$ cat src/rtl/pipe_squash_pkg.sv
// Shared constants for the pipeline squash controller: default counter width
// and the standard bubble penalties for control-flow redirects.
package pipe_squash_pkg;

    localparam int CNT_W_DEF = 3;

    localparam int PEN_BRANCH = 3;
    localparam int PEN_JUMP   = 3;
    localparam int PEN_JREG   = 4;

endpackage

$ cat src/rtl/squash_req_max.sv
// Masked maximum over the squash request lengths; a source contributes only
// while its valid bit is high, and the result is zero when no source is valid.
module squash_req_max #(
    parameter int NSRC  = 3,
    parameter int CNT_W = 3
) (
    input  logic [NSRC-1:0]       req_vld,
    input  logic [NSRC*CNT_W-1:0] req_len,
    output logic [CNT_W-1:0]      req_max
);

    always_comb begin
        req_max = '0;
        for (int i = 0; i < NSRC; i++) begin
            if (req_vld[i] && (req_len[i*CNT_W +: CNT_W] > req_max))
                req_max = req_len[i*CNT_W +: CNT_W];
        end
    end

endmodule

$ cat src/rtl/pipe_squash_ctrl.sv
// Bubble counter for pipeline squashing: the longest outstanding request wins,
// force_vld overrides everything, and a saturating counter tracks squash cycles.
module pipe_squash_ctrl
    import pipe_squash_pkg::*;
#(
    parameter int CNT_W  = CNT_W_DEF,
    parameter int NSRC   = 3,
    parameter int PERF_W = 16
) (
    input  logic                  clk,
    input  logic                  reset,
    input  logic                  stall,
    input  logic [NSRC-1:0]       req_vld,
    input  logic [NSRC*CNT_W-1:0] req_len,
    input  logic                  force_vld,
    input  logic [CNT_W-1:0]      force_len,
    input  logic                  perf_clr,
    output logic [CNT_W-1:0]      cnt,
    output logic                  squash,
    output logic [PERF_W-1:0]     perf_squash
);

    logic [CNT_W-1:0] req_max;
    logic [CNT_W-1:0] base;
    logic [CNT_W-1:0] cnt_nxt;

    squash_req_max #(
        .NSRC  (NSRC),
        .CNT_W (CNT_W)
    ) u_req_max (
        .req_vld (req_vld),
        .req_len (req_len),
        .req_max (req_max)
    );

    // A stalled pipeline holds the count, so requests compare against it undecremented.
    always_comb begin
        base = cnt;
        if (!stall && (cnt != '0))
            base = cnt - CNT_W'(1);
    end

    always_comb begin
        cnt_nxt = (req_max > base) ? req_max : base;
        if (force_vld)
            cnt_nxt = force_len;
    end

    always_ff @(posedge clk or posedge reset) begin
        if (reset)
            cnt <= '0;
        else
            cnt <= cnt_nxt;
    end

    assign squash = (cnt != '0);

    always_ff @(posedge clk or posedge reset) begin
        if (reset)
            perf_squash <= '0;
        else if (perf_clr)
            perf_squash <= '0;
        else if (squash && !stall && (perf_squash != '1))
            perf_squash <= perf_squash + PERF_W'(1);
    end

endmodule
$ cat config.mk
export PLATFORM = sky130hd
export DESIGN_NAME = pipe_squash_ctrl
export DESIGN_NICKNAME = d
export VERILOG_FILES = /design/src/rtl/pipe_squash_pkg.sv /design/src/rtl/squash_req_max.sv /design/src/rtl/pipe_squash_ctrl.sv
export SDC_FILE = /design/constraint.sdc
export NUM_CORES = 1
export LEC_CHECK = 0
export BUFFER_PORTS_ARGS = -buffer_cell sky130_fd_sc_hd__buf_2
export CORE_UTILIZATION = 56
export DETAILED_ROUTE_END_ITERATION = 8
export GPL_TIMING_DRIVEN = 0
export PLACE_DENSITY = 0.95
export SLEW_MARGIN = 20
export SYNTH_ARGS = -nofsm -noshare
export SYNTH_HDL_FRONTEND = slang
export SYNTH_SLANG_ARGS = --single-unit
export TNS_END_PERCENT = 30
$ cat constraint.sdc
create_clock -name clk -period 3.81 [get_ports clk]
set_input_delay 0.1905 -clock clk [delete_from_list [all_inputs] [get_ports clk]]
set_output_delay 0.1905 -clock clk [all_outputs]
set_load 0.005 [all_outputs]
==> out/metrics.yaml <==
synth_edf_count: 0
static-leakage-power_uw: 0.000859
pwr-share-clk_pct: 14.9
grt_pass1_vias: 1397
antenna_left: 0
status: "finished, violations left"
rsz0062_at_grt: "false"
power_density_mw_per_mm2: 406
rr_startpoint: "cnt[0]"
drtPass1Iterations: 5
fin_crit_sh_pct: 92.3
crit_required_ns: 3.99
rows: 17
cap_viol_max_count: 0
cts_buffers: 3
yosysWarnings: 0
drive_above_1_share_pct: 27.8
synthCells: 156
avgSynthCellArea_um2: 9.16
core_area_mm2: 0.00230
cts_tree: "yes"
place_congestion: 0.867
ys_types: 46
hold_viol: 19
io-pin-count: 40
setup_ws_ns: 0.292
r2r_setup_slack_ns: 1.04
async_reset_ff_share_pct: 100
die_w_um: 52.5
internal_power_uw: 408
ys_ff_latch: 19
drt-total-wl_mm: 3.51
clock-root-buffer: "clkbuf_4"
period_minus_slack_ns: 3.52
cp.arrival_ns: 3.69
p_sw_uw: 275
peakVddDrop_uv: 398
drcViolationCount: 0
slew_headroom_pct: 52.5
worstSetupEndpointType: "flip-flop"
reg2reg_depth: 12
path_clk_slew_ns: 0.10
insertion_delay_ns: 0.30
grt_pass1_wl_mm: 5.82
synth-main-ff-cell: "dfrtp_1"
final_common_cell: "buf_2"
final_cell_mix: "buf_2, dfrtp_1, nor2_1"
areaGrowthSynthToFinish_pct: 17.6
grt_overflow: 0
fmax_mhz: 284
port_buffers: 38
grt_use_total_pct: 28.8
antennaDiodeCount: 0
switching_share_pct: 40.2
pre_cts_slack_ns: -0.111
vias: 1350
postPlaceCellArea_mm2: 0.00165
nets: 231
cp_max_fo: 4
violations: "hold timing"
clockBufferDepth: 2
r2r-end: "cnt[2]"
hpwl_mm: 2.76
fin_area_mm2: 0.00168
grt_max_degree: 20
setup_viol: 0
drt_iter0_markers: 52
critical_path_class: "primary input to flip-flop"
die_area_mm2: 0.00276
skew_ns: 0.000890
synth_area_mm2: 0.00143
initial_core_util_pct: 62.2
die_y_um: 52.5
seqPwrFrac_pct: 36.5
comb_power_share_pct: 48.6
critPathLaunchType: "primary input"
whs_ns: -0.00738
worstMarginPinSlew_ns: 0.712
hold_path_class: "primary input to async pin"
syn_nets: 188
antenna_found_initial: 0
slew_viol_final: 0
ys_seq_area_share_pct: 33.3
htree_levels: 1
vias_per_cell: 5.97
wl_per_cell_um: 15.5
cts_sinks: 19
[what timing repair did]
item	in CTS	in global routing
hold buffers	0	0
gates resized for setup	0	1
setup endpoints to repair	0	3
setup buffers	0	0
[worst max-delay path: stages]
cell and delay, ns:
buf_2 0.10, nand2_1 0.07, ha_1 0.32, and3b_1 0.21, o211ai_2 0.26, mux2_2 0.39, ha_1 0.28, nand3_1 0.07
o2111ai_1 0.22, mux2_4 0.38, inv_1 0.06, ha_1 0.23, nor2b_1 0.14, o21a_1 0.17, o21ai_1 0.27, or2_2 0.21
o221ai_1 0.11
[synthesized netlist by cell type, types with 5 or more instances]
master | number | share of area (%)
dfrtp_1 | 19 | 33
nor2_1 | 17 | 4.5
xor2_1 | 7 | 4.3
o21ai_0 | 7 | 2.5
inv_1 | 11 | 2.9
ha_1 | 12 | 11
nand2_1 | 11 | 2.9
mux2i_1 | 5 | 3.5
nand4_1 | 6 | 2.6
nand3_1 | 6 | 2.1
[worst max-delay path by stage]
stage | from | end | slack (ns) | cells past startpoint
global placement | req_vld[0] | cnt[0] | 0.11 | 17
global route | req_vld[0] | cnt[2] | 0.05 | 17
floorplan | req_vld[0] | cnt[0] | 0.37 | 16
CTS | req_vld[0] | cnt[0] | 0.20 | 17
finish | req_vld[0] | cnt[0] | 0.29 | 17
detailed placement | req_vld[0] | cnt[0] | -0.11 | 17
[kinds of logic (layout without fill, tap and decap cells)]
kind of cell / after synthesis / in the layout / synth area share [%]
AND/OR/NAND/NOR: 70 / 70 / 28.0
AO/OA/AOI/OAI: 24 / 24 / 12.4
flip-flops: 19 / 19 / 33.3
buffers and inverters: 13 / 55 / 3.68
adder cells (fa/ha/maj): 12 / 12 / 10.5
XOR/XNOR: 11 / 11 / 6.74
multiplexers: 7 / 7 / 5.34
[sequential cells by signal (all words and copies together) (netlist names)]
register and cells:
cnt 3, perf_squash 16
[final cells by class]
type | count | area (um2)
Fill cell | 178 | 617
Sequential cell | 19 | 475
Buffer | 2 | 11.3
Tap cell | 28 | 35.0
Clock buffer | 4 | 26.3
Inverter | 11 | 41.3
Timing Repair Buffer | 38 | 190
Multi-Input combinational cell | 124 | 901
[stage by stage]
stage	power (uW)	std cells	utilization (%)	TNS [ns]	hold WS, ns
global placement	541	222	72.0	0	0.330
global route	736	226	73.1	0	0.0468
floorplan	471	156	-	0	0.142
detailed placement	578	222	72.0	-0.269	0.336
CTS	679	226	73.1	0	0.00662
finish	682	226	73.1	0	-0.00738
[metal layers]
| metal | track usage (%) | share of wire (%) | vias to the layer above |
|---|---|---|---|
| met5 | 0 | 0 | - |
| li1 | - | - | 643 |
| met2 | 56.5 | 53 | 68 |
| met3 | 2.90 | 4.8 | 8 |
| met1 | 29.7 | 40 | 631 |
| met4 | 13.2 | 1.5 | 0 |
[power groups by stage]
stage | Combinational [uW] | Sequential [uW] | Clock (uW)
finish | 331 | 249 | 102
global placement | 290 | 250 | 0
floorplan | 221 | 251 | 0
detailed placement | 325 | 253 | 0
CTS | 326 | 250 | 103
global route | 367 | 254 | 115
Note: power is estimated with default switching activity, not from simulation.
